===== config.mk =====
export PLATFORM = sky130hd
export DESIGN_NAME = stack_alu_sequencer_flat
export DESIGN_NICKNAME = d
export VERILOG_FILES = /design/src/rtl/stack_seq_pkg.sv /design/src/rtl/stack_alu_sequencer_if.sv /design/src/rtl/stack_depth_tracker.sv /design/src/rtl/stack_alu_sequencer.sv /design/src/flat_wrapper.sv
export SDC_FILE = /design/constraint.sdc
export NUM_CORES = 1
export LEC_CHECK = 0
export BUFFER_PORTS_ARGS = -buffer_cell sky130_fd_sc_hd__buf_2
export CAP_MARGIN = 25
export CELL_PAD_IN_SITES_DETAIL_PLACEMENT = 0
export CELL_PAD_IN_SITES_GLOBAL_PLACEMENT = 2
export CORE_MARGIN = 1
export CORE_UTILIZATION = 34
export CTS_BUF_LIST = sky130_fd_sc_hd__clkbuf_8
export DETAILED_ROUTE_END_ITERATION = 8
export GPL_TIMING_DRIVEN = 1
export PLACE_DENSITY_LB_ADDON = 0.1
export SLEW_MARGIN = 20
export SYNTH_ARGS = -nofsm -noshare
export SYNTH_HDL_FRONTEND = slang
export SYNTH_HIERARCHICAL = 1
export SYNTH_SLANG_ARGS = --single-unit

===== constraint.sdc =====
create_clock -name clk -period 3 [get_ports clk]
set_input_delay 0.15 -clock clk [delete_from_list [all_inputs] [get_ports clk]]
set_output_delay 0.15 -clock clk [all_outputs]
set_load 0.02 [all_outputs]

===== src/rtl/stack_seq_pkg.sv =====
// Opcodes, response status codes and FSM states shared by the stack ALU sequencer.
package stack_seq_pkg;

    localparam logic [2:0] OP_IDLE = 3'b000;
    localparam logic [2:0] OP_ADD  = 3'b100;
    localparam logic [2:0] OP_MUL  = 3'b101;
    localparam logic [2:0] OP_PUSH = 3'b110;
    localparam logic [2:0] OP_POP  = 3'b111;

    localparam logic [1:0] ST_OK      = 2'b00;
    localparam logic [1:0] ST_DEPTH   = 2'b01;
    localparam logic [1:0] ST_ILLEGAL = 2'b10;
    localparam logic [1:0] ST_TIMEOUT = 2'b11;

    typedef enum logic [2:0] {
        S_IDLE  = 3'd0,
        S_CHECK = 3'd1,
        S_ISSUE = 3'd2,
        S_WAIT  = 3'd3,
        S_RESP  = 3'd4
    } seq_state_e;

    function automatic logic op_is_legal(input logic [2:0] op);
        return (op == OP_PUSH) || (op == OP_POP) || (op == OP_ADD) || (op == OP_MUL);
    endfunction

endpackage


===== src/rtl/stack_alu_sequencer_if.sv =====
// Host-side command/response bus of the stack ALU sequencer.
interface stack_alu_sequencer_if #(
    parameter int unsigned N = 4
);
    logic         cmd_valid;
    logic         cmd_ready;
    logic [2:0]   cmd_op;
    logic [N-1:0] cmd_data;
    logic         rsp_valid;
    logic         rsp_ready;
    logic [N-1:0] rsp_data;
    logic         rsp_ovf;
    logic [1:0]   rsp_status;

    modport master (
        output cmd_valid, cmd_op, cmd_data, rsp_ready,
        input  cmd_ready, rsp_valid, rsp_data, rsp_ovf, rsp_status
    );

    modport slave (
        input  cmd_valid, cmd_op, cmd_data, rsp_ready,
        output cmd_ready, rsp_valid, rsp_data, rsp_ovf, rsp_status
    );
endinterface


===== src/rtl/stack_depth_tracker.sv =====
// Shadow stack depth: saturating up/down counter with registered occupancy flags.
module stack_depth_tracker #(
    parameter int unsigned MAX_SIZE = 1024,
    localparam int unsigned DW      = $clog2(MAX_SIZE + 1)
) (
    input  logic          clk,
    input  logic          rst,
    input  logic          inc_i,
    input  logic          dec_i,
    output logic [DW-1:0] depth_o,
    output logic          can_push_o,
    output logic          can_pop1_o,
    output logic          can_pop2_o
);
    logic [DW-1:0] depth_q;
    logic [DW-1:0] depth_d;
    logic          can_push_q;
    logic          can_pop1_q;
    logic          can_pop2_q;

    always_comb begin
        depth_d = depth_q;
        if (inc_i && !dec_i && (depth_q < DW'(MAX_SIZE))) begin
            depth_d = depth_q + DW'(1);
        end else if (dec_i && !inc_i && (depth_q != '0)) begin
            depth_d = depth_q - DW'(1);
        end
    end

    // Flags track the next depth so they line up with depth_q every cycle.
    always_ff @(posedge clk) begin
        if (!rst) begin
            depth_q    <= '0;
            can_push_q <= 1'b1;
            can_pop1_q <= 1'b0;
            can_pop2_q <= 1'b0;
        end else begin
            depth_q    <= depth_d;
            can_push_q <= depth_d < DW'(MAX_SIZE);
            can_pop1_q <= depth_d >= DW'(1);
            can_pop2_q <= depth_d >= DW'(2);
        end
    end

    assign depth_o    = depth_q;
    assign can_push_o = can_push_q;
    assign can_pop1_o = can_pop1_q;
    assign can_pop2_o = can_pop2_q;

endmodule


===== src/rtl/stack_alu_sequencer.sv =====
// Command front-end for the ALU stack: range-checks commands against a shadow
// depth, issues them one at a time and returns one response per command.
module stack_alu_sequencer
    import stack_seq_pkg::*;
#(
    parameter int unsigned N        = 4,
    parameter int unsigned MAX_SIZE = 1024,
    parameter int unsigned TIMEOUT  = 15,
    localparam int unsigned DW      = $clog2(MAX_SIZE + 1)
) (
    input  logic                 clk,
    input  logic                 rst,
    stack_alu_sequencer_if.slave host,
    output logic [2:0]           stk_opcode,
    output logic [N-1:0]         stk_data,
    input  logic [N-1:0]         stk_out,
    input  logic                 stk_overflow,
    input  logic                 stk_success,
    output logic [DW-1:0]        depth
);
    localparam int unsigned TW = (TIMEOUT > 1) ? $clog2(TIMEOUT) : 1;

    seq_state_e   state_q;
    logic [2:0]   op_q;
    logic [N-1:0] data_q;
    logic [TW-1:0] cnt_q;
    logic         cmd_ready_q;
    logic [2:0]   stk_opcode_q;
    logic [N-1:0] stk_data_q;
    logic         rsp_valid_q;
    logic [N-1:0] rsp_data_q;
    logic         rsp_ovf_q;
    logic [1:0]   rsp_status_q;

    logic depth_ok;
    logic stk_done;
    logic depth_inc;
    logic depth_dec;
    logic can_push;
    logic can_pop1;
    logic can_pop2;

    stack_depth_tracker #(
        .MAX_SIZE (MAX_SIZE)
    ) u_depth (
        .clk        (clk),
        .rst        (rst),
        .inc_i      (depth_inc),
        .dec_i      (depth_dec),
        .depth_o    (depth),
        .can_push_o (can_push),
        .can_pop1_o (can_pop1),
        .can_pop2_o (can_pop2)
    );

    // Operand requirement of the latched command against the shadow depth.
    always_comb begin
        depth_ok = 1'b0;
        case (op_q)
            OP_PUSH:        depth_ok = can_push;
            OP_POP:         depth_ok = can_pop1;
            OP_ADD, OP_MUL: depth_ok = can_pop2;
            default:        depth_ok = 1'b0;
        endcase
    end

    assign stk_done  = (state_q == S_WAIT) && stk_success;
    assign depth_inc = stk_done && (op_q == OP_PUSH);
    assign depth_dec = stk_done && (op_q == OP_POP);

    always_ff @(posedge clk) begin
        if (!rst) begin
            state_q      <= S_IDLE;
            op_q         <= OP_IDLE;
            data_q       <= '0;
            cnt_q        <= '0;
            cmd_ready_q  <= 1'b1;
            stk_opcode_q <= OP_IDLE;
            stk_data_q   <= '0;
            rsp_valid_q  <= 1'b0;
            rsp_data_q   <= '0;
            rsp_ovf_q    <= 1'b0;
            rsp_status_q <= ST_OK;
        end else begin
            case (state_q)
                S_IDLE: begin
                    if (host.cmd_valid && cmd_ready_q) begin
                        op_q        <= host.cmd_op;
                        data_q      <= host.cmd_data;
                        cmd_ready_q <= 1'b0;
                        state_q     <= S_CHECK;
                    end
                end
                S_CHECK: begin
                    if (!op_is_legal(op_q) || !depth_ok) begin
                        rsp_status_q <= op_is_legal(op_q) ? ST_DEPTH : ST_ILLEGAL;
                        rsp_data_q   <= '0;
                        rsp_ovf_q    <= 1'b0;
                        rsp_valid_q  <= 1'b1;
                        state_q      <= S_RESP;
                    end else begin
                        stk_opcode_q <= op_q;
                        stk_data_q   <= data_q;
                        state_q      <= S_ISSUE;
                    end
                end
                S_ISSUE: begin
                    stk_opcode_q <= OP_IDLE;
                    stk_data_q   <= '0;
                    cnt_q        <= '0;
                    state_q      <= S_WAIT;
                end
                S_WAIT: begin
                    if (stk_success) begin
                        rsp_status_q <= ST_OK;
                        rsp_data_q   <= (op_q == OP_PUSH) ? '0 : stk_out;
                        rsp_ovf_q    <= stk_overflow;
                        rsp_valid_q  <= 1'b1;
                        state_q      <= S_RESP;
                    end else if (cnt_q == TW'(TIMEOUT - 1)) begin
                        rsp_status_q <= ST_TIMEOUT;
                        rsp_data_q   <= '0;
                        rsp_ovf_q    <= 1'b0;
                        rsp_valid_q  <= 1'b1;
                        state_q      <= S_RESP;
                    end else begin
                        cnt_q <= cnt_q + TW'(1);
                    end
                end
                S_RESP: begin
                    if (host.rsp_ready) begin
                        rsp_valid_q <= 1'b0;
                        cmd_ready_q <= 1'b1;
                        state_q     <= S_IDLE;
                    end
                end
                default: begin
                    state_q     <= S_IDLE;
                    cmd_ready_q <= 1'b1;
                    rsp_valid_q <= 1'b0;
                end
            endcase
        end
    end

    assign host.cmd_ready  = cmd_ready_q;
    assign host.rsp_valid  = rsp_valid_q;
    assign host.rsp_data   = rsp_data_q;
    assign host.rsp_ovf    = rsp_ovf_q;
    assign host.rsp_status = rsp_status_q;
    assign stk_opcode      = stk_opcode_q;
    assign stk_data        = stk_data_q;

endmodule


===== src/flat_wrapper.sv =====
// flat-port wrapper written by rule: the top's interface ports become plain ports
module stack_alu_sequencer_flat import stack_seq_pkg::*;
#(
    parameter int unsigned N        = 4,
    parameter int unsigned MAX_SIZE = 1024,
    parameter int unsigned TIMEOUT  = 15,
    localparam int unsigned DW      = $clog2(MAX_SIZE + 1)
)
  (clk, rst, stk_opcode, stk_data, stk_out, stk_overflow, stk_success, depth, host_cmd_valid, host_cmd_op, host_cmd_data, host_rsp_ready, host_cmd_ready, host_rsp_valid, host_rsp_data, host_rsp_ovf, host_rsp_status);
  stack_alu_sequencer_if #(.N(N)) host_i ();
  input  logic clk;
  input  logic rst;
  output logic [2:0] stk_opcode;
  output logic [N-1:0] stk_data;
  input  logic [N-1:0] stk_out;
  input  logic stk_overflow;
  input  logic stk_success;
  output logic [DW-1:0] depth;
  input wire logic [$bits(host_i.cmd_valid)-1:0] host_cmd_valid;
  input wire logic [$bits(host_i.cmd_op)-1:0] host_cmd_op;
  input wire logic [$bits(host_i.cmd_data)-1:0] host_cmd_data;
  input wire logic [$bits(host_i.rsp_ready)-1:0] host_rsp_ready;
  output wire logic [$bits(host_i.cmd_ready)-1:0] host_cmd_ready;
  output wire logic [$bits(host_i.rsp_valid)-1:0] host_rsp_valid;
  output wire logic [$bits(host_i.rsp_data)-1:0] host_rsp_data;
  output wire logic [$bits(host_i.rsp_ovf)-1:0] host_rsp_ovf;
  output wire logic [$bits(host_i.rsp_status)-1:0] host_rsp_status;
  assign host_i.cmd_valid = host_cmd_valid;
  assign host_i.cmd_op = host_cmd_op;
  assign host_i.cmd_data = host_cmd_data;
  assign host_i.rsp_ready = host_rsp_ready;
  assign host_cmd_ready = host_i.cmd_ready;
  assign host_rsp_valid = host_i.rsp_valid;
  assign host_rsp_data = host_i.rsp_data;
  assign host_rsp_ovf = host_i.rsp_ovf;
  assign host_rsp_status = host_i.rsp_status;
  stack_alu_sequencer #(.N(N), .MAX_SIZE(MAX_SIZE), .TIMEOUT(TIMEOUT)) u_core (.clk(clk), .rst(rst), .host(host_i), .stk_opcode(stk_opcode), .stk_data(stk_data), .stk_out(stk_out), .stk_overflow(stk_overflow), .stk_success(stk_success), .depth(depth));
endmodule

==> impl_metrics.csv <==
group,metric,value,unit
drt,vias,2002,
cells_and_area,fillers,694,
floorplanning,io_pins,44,
setup_path,cp.required,3.18,ns
synthesis,synth_cell_type_count,61,
floorplanning,rows,29,
floorplanning,start_util,0.3561,
grt,grt_pass1_vias,1957,
sta,fin_ws,0.4307,ns
synthesis,syn_avg_cell_area,9.005,um2
placement,post-place-ws,0.4359,ns
synthesis,ys_seq_area_frac,0.3851,
power_and_ir_drop,peakVddDrop,0.2778,mV
sta,grt_setup_unrepaired,"false",
grt,antenna_found_initial,0,
sta,setup-tns-final,0,ns
drt,wl_per_cell,14.61,um
synthesis,synth-edff-count,0,
synthesis,syn_nets,275,
synthesis,yosysWarnings,6,
grt,grtUsageMet1,0.2173,
sta,tightestPinTransition,0.7419,ns
sta,slew_headroom,0.5021,
setup_path,cp-end-kind,"flop",
drt,first_pass_iters,6,
hold_path,hp-class,"in2reg",
drt,ant_nets,0,
synthesis,synth_top_area_cell,"dfxtp_1",
synthesis,synth_common_cells,"dfxtp_1, nor2_1, mux2i_1",
job,cap_violations,0,
setup_path,startpoint_type,"flop",
synthesis,synthTopCellsByArea,"dfxtp_1, mux2i_1, nor2_1, and2_1, nand2_1",
clock_tree,cts_root_buf,"clkbuf_8",
drt,vias_per_cell,5.296,
grt,top_usage_layer,"met2",
synthesis,synth-async-reset-ratio,0,
grt,met2_usage,0.2712,
clock_tree,post-cts-setup-buffers,0,
grt,grtUsageMet3,0.03759,
cells_and_area,final_nets,321,
cells_and_area,area_delta_synth_final,17.18,%
cells_and_area,layout-drive-gt1-share,0.2558,
power_and_ir_drop,p_per_area,408.2,nW/um2
floorplanning,dieArea,7059,um2
placement,placed_area,2585,um2
clock_tree,insertion_delay,0.30,ns
sta,max_freq,0.3892,GHz
clock_tree,clock_sinks,44,
sta,min_period,2.569,ns
status,outcome,"complete, but fails checks",
clock_tree,cts_resized,0,
grt,grt_start_max_net_pins,26,
power_and_ir_drop,power.total,1094,uW
drt,wirelength,5522,um
cells_and_area,postLayoutCellArea,2680,um2
setup_path,crit_path_max_fanout,8,
setup_path,critical_path.top_delay_family,"simple AND/OR/NAND/NOR gates",
clock_tree,ctsHoldBuffers,0,
setup_path,crit_slowest_cell,"or4_1",
sta,drv_slew,0,
synthesis,synth_seq_cells,44,
floorplanning,die_h,84.02,um
sta,hold_viol,0,
cells_and_area,antennaDiodeCount,0,
synthesis,syn_area,2287,um2
drt,drt-initial-drc-count,96,
placement,dp_hpwl,4078,um
setup_path,path_cells,"and3b_1 -> nand2_1 -> nor2_1 -> or2b_2 -> or4_1 -> o21ai_1 -> xor2_1 -> nor4_1 -> a31oi_1",
synthesis,yosys_most_used_dff,"dfxtp_1",
synthesis,synth_top_area_frac,0.3851,
placement,gp_congestion,0.7744,
floorplanning,core-area,6422,um2
synthesis,syn_inst,254,
grt,overflow,0,
setup_path,cp_num_buf_inv,0,
clock_tree,clk_pin_slew_worst_paths,0.10,ns
setup_path,critical_path_class,"reg2reg",
clock_tree,ctsHtreeMaxLevel,2,
grt,track_usage,0.1672,
power_and_ir_drop,p_leak,0.001124,uW
clock_tree,clk_path_buf_depth,2,
setup_path,crit_arrival,2.75,ns
status,violations,"DRC",
grt,grt_pass1_wl,9473,um
synthesis,synth.most_common_cell,"dfxtp_1",
clock_tree,cts_inserted_buffers,5,
clock_tree,cts_tree,"built",
setup_path,slowest_delay,0.47,ns
floorplanning,die_w,84.02,um
sta,fin_crit_sh,0.8564,
drt,drc,5,
sta,fin_worst_skew,0.01011,ns
placement,numPortBuffers,43,
sta,final-setup-viol-count,0,
==> cells in the final DEF (no fill, tap or decap), types with 3 or more instances in the layout <==
cell type,instances
nand3_1,10
xnor2_1,4
nand3b_1,4
o31ai_1,3
dfxtp_1,44
nand4_1,5
xor2_1,3
buf_4,8
a32o_1,4
nand2_1,14
and2_1,9
inv_1,11
a21oi_1,8
o21ai_1,4
nor2_1,35
a31oi_1,5
buf_2,43
nor3_1,5
clkbuf_8,5
ha_1,4
mux2i_1,17
a211oi_1,3
nand2b_1,5
==> area by class of cell <==
class	instances	area, um2	share of cell area
Clock buffer	5	68.82	0.02568
Clock inverter	3	26.28	0.009804
Inverter	12	45.04	0.01681
Multi-Input combinational cell	186	1287	0.4804
Sequential cell	44	880.8	0.3287
Tap cell	77	96.34	0.03595
Timing Repair Buffer	51	275.3	0.1027
==> stage by stage <==
stage | cells | hold slack, ns | util
after floorplan | 254 | 0.2320 | -
after global placement | 370 | 0.3621 | 0.4025
after detailed placement | 370 | 0.3709 | 0.4025
after CTS | 378 | 0.05583 | 0.4173
after global routing | 378 | 0.05180 | 0.4173
final | 378 | 0.06064 | 0.4173
==> path summary, 6_finish.rpt <==
path                          endpoint  slack [ns]            startpoint  cells past startpoint
max          u_core/u_depth/can_pop1_o        0.43     u_core/state_q[2]                      9
min            u_core/host.rsp_data[1]        0.06            stk_out[1]                      2
max reg2reg  u_core/u_depth/can_pop1_o        0.43     u_core/state_q[2]                      9
min reg2reg       u_core/stk_opcode[2]        0.47  u_core/stk_opcode[2]                      2
==> cell families (layout without fill, tap and decap cells) <==
family	after synthesis	in the layout	synth area share
simple gates	109	109	0.2659
compound gates	49	49	0.1740
flops	44	44	0.3851
buf+inv	24	71	0.05196
mux	17	17	0.07440
xor+xnor	7	7	0.02681
fa+ha+maj	4	4	0.02188
==> report_power, final <==
group	switching, uW	total, uW	internal (uW)
Sequential	10.9	608	597
Clock	227	399	172
Combinational	51.5	87.8	36.2
Total	289	1090	805
==> registers in the layout, indices dropped and copies added, names as in the netlist <==
register	flops
u_core/u_depth/can_pop2_o	1
u_core/stk_data	4
u_core/data_q	4
u_core/state_q	3
u_core/op_q	3
u_core/u_depth/depth_o	11
u_core/host.rsp_ovf	1
u_core/host.cmd_ready	1
u_core/cnt_q	4
u_core/host.rsp_data	4
u_core/host.rsp_status	2
u_core/u_depth/can_pop1_o	1
u_core/stk_opcode	3
u_core/u_depth/can_push_o	1
u_core/host.rsp_valid	1
==> routing by layer <==
metal / part of all wire / vias to the layer above
li1: - / 1015
met5: 0 / -
met4: 0.015 / 0
met1: 0.48 / 939
met2: 0.47 / 40
met3: 0.033 / 8
(Power assumes the default switching activity.)
